`src/rtl/wb_pkg.sv`:
```
// Shared types and helpers for the MEM->WB boundary.
//   WB_MAX_LANES : widest supported bundle
//   wb_lane_t    : per-lane writeback record at the default geometry
//   REG_ZERO     : the hard-wired zero register, never written
//   popcount     : number of set bits in a lane mask (up to WB_MAX_LANES)
package wb_pkg;

  localparam int WB_MAX_LANES = 4;
  localparam int WB_DW        = 32;
  localparam int WB_RW        = 5;

  typedef struct packed {
    logic             regwrite;
    logic             memtoreg;
    logic [WB_DW-1:0] readdata;
    logic [WB_DW-1:0] aluout;
    logic [WB_RW-1:0] writereg;
  } wb_lane_t;

  localparam logic [WB_RW-1:0] REG_ZERO = '0;

  function automatic logic [2:0] popcount(input logic [WB_MAX_LANES-1:0] v);
    logic [2:0] cnt;
    cnt = '0;
    for (int i = 0; i < WB_MAX_LANES; i++) begin
      cnt = cnt + {2'b00, v[i]};
    end
    return cnt;
  endfunction

endpackage

```
`src/rtl/skid_buf2.sv`:
```
// Two-entry elastic buffer (main + skid) with synchronous flush.
//   clk_i, rst_n_i           : clock, async active-low reset
//   flush_i                  : drop both entries and any same-cycle input
//   in_valid_i / in_ready_o  : upstream handshake; ready depends on state only
//   in_data_i                : payload, W bits
//   out_valid_o / out_ready_i: downstream handshake, head is the main entry
//   out_data_o               : head payload
module skid_buf2 #(
  parameter int W = 8
) (
  input  logic         clk_i,
  input  logic         rst_n_i,
  input  logic         flush_i,
  input  logic         in_valid_i,
  output logic         in_ready_o,
  input  logic [W-1:0] in_data_i,
  output logic         out_valid_o,
  input  logic         out_ready_i,
  output logic [W-1:0] out_data_o
);

  logic         main_v_q, main_v_d, skid_v_q, skid_v_d;
  logic [W-1:0] main_q, main_d, skid_q, skid_d;
  logic         pop, push;

  assign in_ready_o  = ~skid_v_q;
  assign out_valid_o = main_v_q;
  assign out_data_o  = main_q;

  assign pop  = main_v_q & out_ready_i;
  assign push = in_valid_i & ~skid_v_q;

  always_comb begin
    main_v_d = main_v_q;
    main_d   = main_q;
    skid_v_d = skid_v_q;
    skid_d   = skid_q;
    if (flush_i) begin
      main_v_d = 1'b0;
      skid_v_d = 1'b0;
    end else if (pop) begin
      // push cannot coincide with a valid skid, so the skid always drains first
      if (skid_v_q) begin
        main_d   = skid_q;
        skid_v_d = 1'b0;
      end else if (push) begin
        main_d = in_data_i;
      end else begin
        main_v_d = 1'b0;
      end
    end else if (push) begin
      if (!main_v_q) begin
        main_v_d = 1'b1;
        main_d   = in_data_i;
      end else begin
        skid_v_d = 1'b1;
        skid_d   = in_data_i;
      end
    end
  end

  always_ff @(posedge clk_i or negedge rst_n_i) begin
    if (!rst_n_i) begin
      main_v_q <= 1'b0;
      skid_v_q <= 1'b0;
      main_q   <= '0;
      skid_q   <= '0;
    end else begin
      main_v_q <= main_v_d;
      skid_v_q <= skid_v_d;
      main_q   <= main_d;
      skid_q   <= skid_d;
    end
  end

endmodule

```
`src/rtl/writeback_stage_buf.sv`:
```
// N-lane MEM->WB boundary: elastic skid-buffered bundle register, per-lane
// kill, writeback result mux, same-bundle register conflict resolution and
// retired-lane counter.
//   clk, reset (async active-low)
//   in_*   : bundle from the memory stage, lane i at [i*W +: W]
//   flush  : squash all buffered bundles and the same-cycle input
//   out_*  : register-file write ports (qualify with out_valid & out_ready)
//   retire_count : lanes committed since reset, wraps modulo 2^CW
module writeback_stage_buf
  import wb_pkg::*;
#(
  parameter int LANES = 2,
  parameter int DW    = 32,
  parameter int RW    = 5,
  parameter int CW    = 32
) (
  input  logic                clk,
  input  logic                reset,
  input  logic                in_valid,
  output logic                in_ready,
  input  logic [LANES-1:0]    in_lane_valid,
  input  logic [LANES-1:0]    in_kill,
  input  logic [LANES-1:0]    in_regwrite,
  input  logic [LANES-1:0]    in_memtoreg,
  input  logic [LANES*DW-1:0] in_readdata,
  input  logic [LANES*DW-1:0] in_aluout,
  input  logic [LANES*RW-1:0] in_writereg,
  input  logic                flush,
  output logic                out_valid,
  input  logic                out_ready,
  output logic [LANES-1:0]    out_we,
  output logic [LANES*RW-1:0] out_waddr,
  output logic [LANES*DW-1:0] out_wdata,
  output logic [CW-1:0]       retire_count
);

  typedef struct packed {
    logic          regwrite;
    logic          memtoreg;
    logic [DW-1:0] readdata;
    logic [DW-1:0] aluout;
    logic [RW-1:0] writereg;
  } lane_t;

  localparam int PW = LANES + LANES * $bits(lane_t);

  lane_t [LANES-1:0] in_lanes, head_lanes;
  logic  [LANES-1:0] in_lv, head_lv, we_raw;
  logic  [PW-1:0]    head_data;
  logic  [WB_MAX_LANES-1:0] lv_ext;
  logic  [CW-1:0]    retire_q, retire_d;

  always_comb begin
    for (int i = 0; i < LANES; i++) begin
      in_lanes[i].regwrite = in_regwrite[i];
      in_lanes[i].memtoreg = in_memtoreg[i];
      in_lanes[i].readdata = in_readdata[i*DW +: DW];
      in_lanes[i].aluout   = in_aluout[i*DW +: DW];
      in_lanes[i].writereg = in_writereg[i*RW +: RW];
    end
  end

  // Killed lanes are stored as invalid; a bundle with no live lane is
  // accepted upstream but never allocates an entry.
  assign in_lv = in_lane_valid & ~in_kill;

  skid_buf2 #(.W(PW)) u_buf (
    .clk_i       (clk),
    .rst_n_i     (reset),
    .flush_i     (flush),
    .in_valid_i  (in_valid & (|in_lv)),
    .in_ready_o  (in_ready),
    .in_data_i   ({in_lv, in_lanes}),
    .out_valid_o (out_valid),
    .out_ready_i (out_ready),
    .out_data_o  (head_data)
  );

  assign head_lv    = head_data[PW-1 -: LANES];
  assign head_lanes = head_data[PW-LANES-1:0];

  always_comb begin
    we_raw    = '0;
    out_waddr = '0;
    out_wdata = '0;
    for (int i = 0; i < LANES; i++) begin
      out_waddr[i*RW +: RW] = head_lanes[i].writereg;
      out_wdata[i*DW +: DW] = head_lanes[i].memtoreg ? head_lanes[i].readdata
                                                     : head_lanes[i].aluout;
      we_raw[i] = out_valid & head_lv[i] & head_lanes[i].regwrite &
                  (head_lanes[i].writereg != RW'(REG_ZERO));
    end
  end

  // The youngest lane writing a register wins; older writes are suppressed.
  always_comb begin
    out_we = we_raw;
    for (int i = 0; i < LANES; i++) begin
      for (int j = i + 1; j < LANES; j++) begin
        if (we_raw[j] && (head_lanes[j].writereg == head_lanes[i].writereg)) begin
          out_we[i] = 1'b0;
        end
      end
    end
  end

  always_comb begin
    lv_ext = '0;
    lv_ext[LANES-1:0] = head_lv;
    retire_d = retire_q;
    // A pop in the flush cycle still retires the head bundle.
    if (out_valid && out_ready) begin
      retire_d = retire_q + CW'(popcount(lv_ext));
    end
  end

  always_ff @(posedge clk or negedge reset) begin
    if (!reset) begin
      retire_q <= '0;
    end else begin
      retire_q <= retire_d;
    end
  end

  assign retire_count = retire_q;

endmodule
```
`config.mk`:
```
export PLATFORM = sky130hd
export DESIGN_NAME = writeback_stage_buf
export DESIGN_NICKNAME = d
export VERILOG_FILES = /design/src/rtl/wb_pkg.sv /design/src/rtl/skid_buf2.sv /design/src/rtl/writeback_stage_buf.sv
export SDC_FILE = /design/constraint.sdc
export NUM_CORES = 1
export LEC_CHECK = 0
export CAP_MARGIN = 20
export CORE_ASPECT_RATIO = 1.4
export CORE_MARGIN = 4
export CORE_UTILIZATION = 40
export CTS_CLUSTER_DIAMETER = 40
export DETAILED_ROUTE_END_ITERATION = 12
export PLACE_DENSITY = 0.6
export SYNTH_ARGS = -nofsm -noshare
export SYNTH_HDL_FRONTEND = slang
export SYNTH_HIERARCHICAL = 1
export SYNTH_SLANG_ARGS = --single-unit
```
`constraint.sdc`:
```
create_clock -name clk -period 5.13 [get_ports clk]
set_input_delay 1.026 -clock clk [delete_from_list [all_inputs] [get_ports clk]]
set_output_delay 1.026 -clock clk [all_outputs]
set_load 0.005 [all_outputs]
```
==> qor.yml, run 1 <==
min_period_ns: 3.41
setup_viol: 0
cap_violations: 0
hp-class: "reg -> reg"
dieArea_sq_um: 40500
slew_headroom: 0.381
syn_area_sq_um: 14900
synth-seq-cells: 322
syn2layout_area_growth_pct: 30.8
coreArea_sq_um: 36800
htreeDepth: 2
critPathKind: "reg -> out"
global_route.overflow_total: 0
synth_top_cell_by_area: "dfrtp_1"
grt_max_degree: 118
yosysMostFrequentCell: "mux2_2"
synth_common_cells: "mux2_2 (497), dfrtp_1 (322), buf_2 (26)"
ys_async_sr_fraction: 1.00
syn_nets: 1165
grt_first_pass_wirelength_mm: 54.7
p_leak_uw: 0.00840
antenna_found_initial: 3
postLayoutCoreUtil: 0.531
root_buffer: "clkbuf_16"
clk-insertion-delay-late_ns: 0.54
status: "complete, no violations"
port-buffer-count: 260
rows: 83
fin_nets: 1424
syn_area_per_cell_sq_um: 14.8
start_kind: "flop"
slew_viol_final: 0
num_io_pins: 261
clkSinkCount: 322
yosysWarnings: 6
clk_pin_slew_ns: 0.05
track_usage: 0.169
synth_flop_cell: "dfrtp_1"
synth_edf_count: 0
initial_utilization: 0.406
crit_required_ns: 4.10
cpPeakStageDelay_ns: 0.56
hold_slack_ns: 0.472
rsz0062_at_grt: "no"
clk_path_buf_depth: 3
layout-drive-gt1-share: 0.463
cts_tree: "yes"
synth_top_cell_area_share: 0.539
chipWidth_um: 171
grt_pass1_vias: 9587
postCtsResizedCells: 0
arrival_ns: 2.38
ant_nets: 0
crit_slowest_cell: "or4_1"
place_hpwl_mm: 22.2
via_count: 8986
drc: 0
p_per_area_nw_per_um2: 410
finalClockSkew_ns: 0.0164
netlist_top_cells_area: "dfrtp_1 (54%), mux2_2 (37%), xor2_1 (1.5%)"
final-hold-violation-count: 0
peakVddDrop_v: 0.000311
crit_fanout: 4
crit_chain: "or4_1 > o2111ai_1 > a31oi_1 > clkdlybuf4s50_1"
ctsHoldBuffers: 0
postCtsSetupRepairBufs: 0
drtPass1Iterations: 4
cp-end-kind: "output port"
die-height_um: 237
cts-buffers-inserted: 45
avgRoutedWirePerCell_um: 19.4
worst_pin_slew_ns: 0.929
vias_per_cell: 5.06
setup_tns_ns: 0
seq_area_frac_synth: 0.539
n_fill_cell: 3226
synth_cell_types: 41
gp_congestion: 0.736
drtIter0Drc: 303
finalPower_uw: 8010
post-route-period-util: 0.665
clock.fmax_mhz: 293
synthCells: 1012
routed_wl_mm: 34.4
==> worst paths after layout <==
check / start / to / slack [ns] / cells past startpoint
max in group asynchronous: reset / retire_count[20] / 3.42 / 2
min: retire_count[31] / retire_count[31] / 0.47 / 1
min in group asynchronous: reset / u_buf/skid_q[95] / 0.61 / 1
min reg2reg: retire_count[31] / retire_count[31] / 0.47 / 1
max reg2reg: u_buf/out_valid_o / u_buf/out_data_o[114] / 2.73 / 4
max: u_buf/out_data_o[1] / out_we[0] / 1.72 / 4
==> state kept, by name, summed over array words and instances, names as in the netlist <==
register           cells
u_buf/out_data_o     144
u_buf/out_valid_o      1
u_buf/skid_q         144
u_buf/skid_v_q         1
retire_count          32
==> cell families after synthesis <==
family,synth area share
mux,0.375
flops,0.539
simple gates,0.0328
buf+inv,0.0258
xor+xnor,0.0205
compound gates,0.00469
fa+ha+maj,0.00218
==> routing by layer <==
layer | up-vias | part of all wire | GRT usage | wire length, um
met5 | - | 0.00078 | 0 | 27
met4 | 4 | 0.020 | 0.0423 | 681
met3 | 55 | 0.080 | 0.0616 | 2750
met2 | 207 | 0.49 | 0.282 | 16900
met1 | 4544 | 0.41 | 0.208 | 14000
li1 | 4176 | - | - | -
==> placed cells by master, fill, tap and decap left out, drive strengths merged, types with 2 or more instances in the layout <==
cell type	synthesis	layout
buf	48	13
clkinv	0	12
or4	2	2
nor2b	2	2
clkbuf	12	55
dfrtp	322	322
clkdlybuf4s50	0	259
nor4	7	7
and2	2	2
mux2	497	497
a21oi	3	3
nor3	13	13
nand3	12	12
inv	8	13
nand4	5	5
o21ai	2	2
and4	2	2
nand2	19	19
clkinvlp	0	5
nor2	7	7
xnor2	10	10
xor2	25	25
and3	2	2
bufinv	0	6
==> critical path: cells and delay by family (launching register included) <==
kind	cells	cell delay, ns
simple gates	1	0.56
buf+inv	1	0.53
compound gates	2	0.33
flops	1	0.42
==> final cells by class <==
cell class	count	area, sq um	share of cell area
antenna	1	2.50	0.000128
clock buffer	55	1200	0.0616
clock inverter	28	340	0.0174
inverter	8	30.0	0.00154
multi-input combinational	622	6520	0.334
sequential	322	8060	0.412
tap	467	584	0.0299
timing repair buffer	272	2800	0.143
==> where the power goes <==
part | internal, uW | switching, uW | leakage [uW]
logic | 1060 | 528 | 0.00357
clock network | 1990 | 1190 | 0.000747
registers | 3010 | 242 | 0.00408
==> per-stage QoR <==
stage               instance area, sq um  std cells  worst slack [ns]
floorplan                          14900       1012              2.49
global placement                   18000       1691              1.51
detailed placement                 18000       1691              1.44
CTS                                19500       1774              1.68
global route                       19500       1774              1.61
finish                             19500       1775              1.72
No activity file was read; power rests on OpenSTA's default activity.
==> inputs of run 2 (changes only) <==
- PLACE_DENSITY: 0.6 -> 0.63
- clock period: 5.13 -> 2.9 ns (I/O delays scaled with it)
==> qor.yml, run 2 (synthesized netlist as in run 1, its figures left out) <==
start_kind: "flop"
gp_congestion: 0.735  # -0.15%
global_route.overflow_total: 0  # unchanged
routed_wl_mm: 34.7  # +0.91%
rows: 83  # unchanged
setup_viol: 0  # unchanged
drtPass1Iterations: 4  # unchanged
p_per_area_nw_per_um2: 720  # +76%
setup_tns_ns: 0  # unchanged
post-route-period-util: 0.909
drc: 0  # unchanged
clk-insertion-delay-late_ns: 0.54  # about the same
n_fill_cell: 3080  # -4.5%
clkSinkCount: 322  # unchanged
critPathKind: "reg -> out"
grt_pass1_vias: 10000  # +4.5%
die-height_um: 237  # unchanged
layout-drive-gt1-share: 0.477  # +0.0137
avgRoutedWirePerCell_um: 19.1  # -1.3%
crit_fanout: 4  # unchanged
finalClockSkew_ns: 0.0120  # -0.00441 ns
layout_commonest_cell: "mux2_2"
crit_required_ns: 2.32  # -1.78 ns
dieArea_sq_um: 40500  # unchanged
postLayoutCoreUtil: 0.546  # +0.0148
clk_path_buf_depth: 3  # unchanged
cap_violations: 0  # unchanged
port-buffer-count: 260  # unchanged
arrival_ns: 2.06  # -0.32 ns
min_period_ns: 2.64
hp-class: "reg -> reg"
clk_pin_slew_ns: 0.06  # about the same
fin_nets: 1462  # +2.7%
slew_viol_final: 0  # unchanged
crit_start: "u_buf/out_data_o[1]"
worst_pin_slew_ns: 0.535  # -0.394 ns
r2r-start: "retire_count[0]"
coreArea_sq_um: 36800  # unchanged
vias_per_cell: 5.03  # -0.69%
place_hpwl_mm: 24.1  # +8.7%
ant_nets: 0  # unchanged
chipWidth_um: 171  # unchanged
cts_tree: "yes"
cts-buffers-inserted: 46  # +2.2%
n_antenna_cell: 0  # -1
min_from: "retire_count[31]"
status: "complete, no violations"
via_count: 9120  # +1.5%
syn2layout_area_growth_pct: 34.4
num_io_pins: 261  # unchanged
rsz0062_at_grt: "no"
clock.fmax_mhz: 379
layout_common_cells: "mux2_2 (497), dfrtp_1 (322), clkdlybuf4s50_1 (258), clkbuf_16 (49), buf_4 (26)"
root_buffer: "clkbuf_16"
grt_max_degree: 65  # -45%
final-hold-violation-count: 0  # unchanged
slew_headroom: 0.643  # +0.263
drtIter0Drc: 306  # +0.99%
peakVddDrop_v: 0.000517  # +66%
p_leak_uw: 0.00872  # +3.7%
initial_utilization: 0.406  # unchanged
htreeDepth: 2  # unchanged
antenna_found_initial: 0  # -3
cp-end-kind: "output port"
grt_first_pass_wirelength_mm: 55.5  # +1.4%
track_usage: 0.171  # +0.00198
run 2: cell type report:
class                      count  area, sq um  share of cell area
timing repair buffer         309         3250               0.162
sequential                   322         8060               0.401
multi-input combinational    622         6520               0.325
clock buffer                  65         1370              0.0680
tap                          467          584              0.0291
inverter                       8         30.0             0.00150
clock inverter                21          272              0.0135
run 2: per-stage QoR:
step                      cells  total power [uW]  area (sq um)  worst slack (ns)  hold WS [ns]
final                      1814             14500         20100             0.265         0.478
after global routing       1814             15200         20100             0.111         0.501
after CTS                  1814             14700         20100             0.198         0.483
after detailed placement   1727              8750         18400            0.0194         0.476
after global placement     1727              8680         18400            0.0529         0.470
after floorplan            1012              7150         14900             0.702         0.284
run 2: worst max-delay path, stage by stage, from the launching register on:
cell	delay, ns
dfrtp_1	0.41
or4_1	0.54
o2111ai_1	0.19
a31oi_1	0.05
dlygate4sd2_1	0.31
run 2: path summary, 6_finish.rpt:
| path | to | slack (ns) | cells after the start |
|---|---|---|---|
| worst max-delay path | out_we[0] | 0.26 | 4 |
| worst min-delay path | retire_count[31] | 0.48 | 1 |
| worst max register to register | retire_count[20] | 0.71 | 8 |
| worst min register to register | retire_count[31] | 0.48 | 1 |
| max in group asynchronous | u_buf/skid_q[24] | 1.55 | 3 |
| min in group asynchronous | u_buf/skid_q[96] | 0.57 | 2 |
run 2: timing repair:
action | 4_1_cts | 5_1_grt
hold buffers | 1 | 0
endpoints found under the setup margin | 1 | 0
hold endpoints to repair | 26 | 0
buffers inserted | 0 | 0
gates resized for setup | 1 | 0
run 2: metal layers:
metal,vias up,global-route usage,share of wire,wire length (um)
li1,4256,-,-,-
met1,4625,0.213,0.42,14500
met2,196,0.290,0.50,17400
met3,43,0.0523,0.064,2210
met4,0,0.0425,0.017,581
met5,-,0,0,0
run 2: report_power, final:
part	leakage [uW]	internal, uW	switching, uW	total, uW
combinational	0.00383	1910	945	2860
sequential	0.00408	5320	441	5760
clock	0.000801	3750	2090	5840
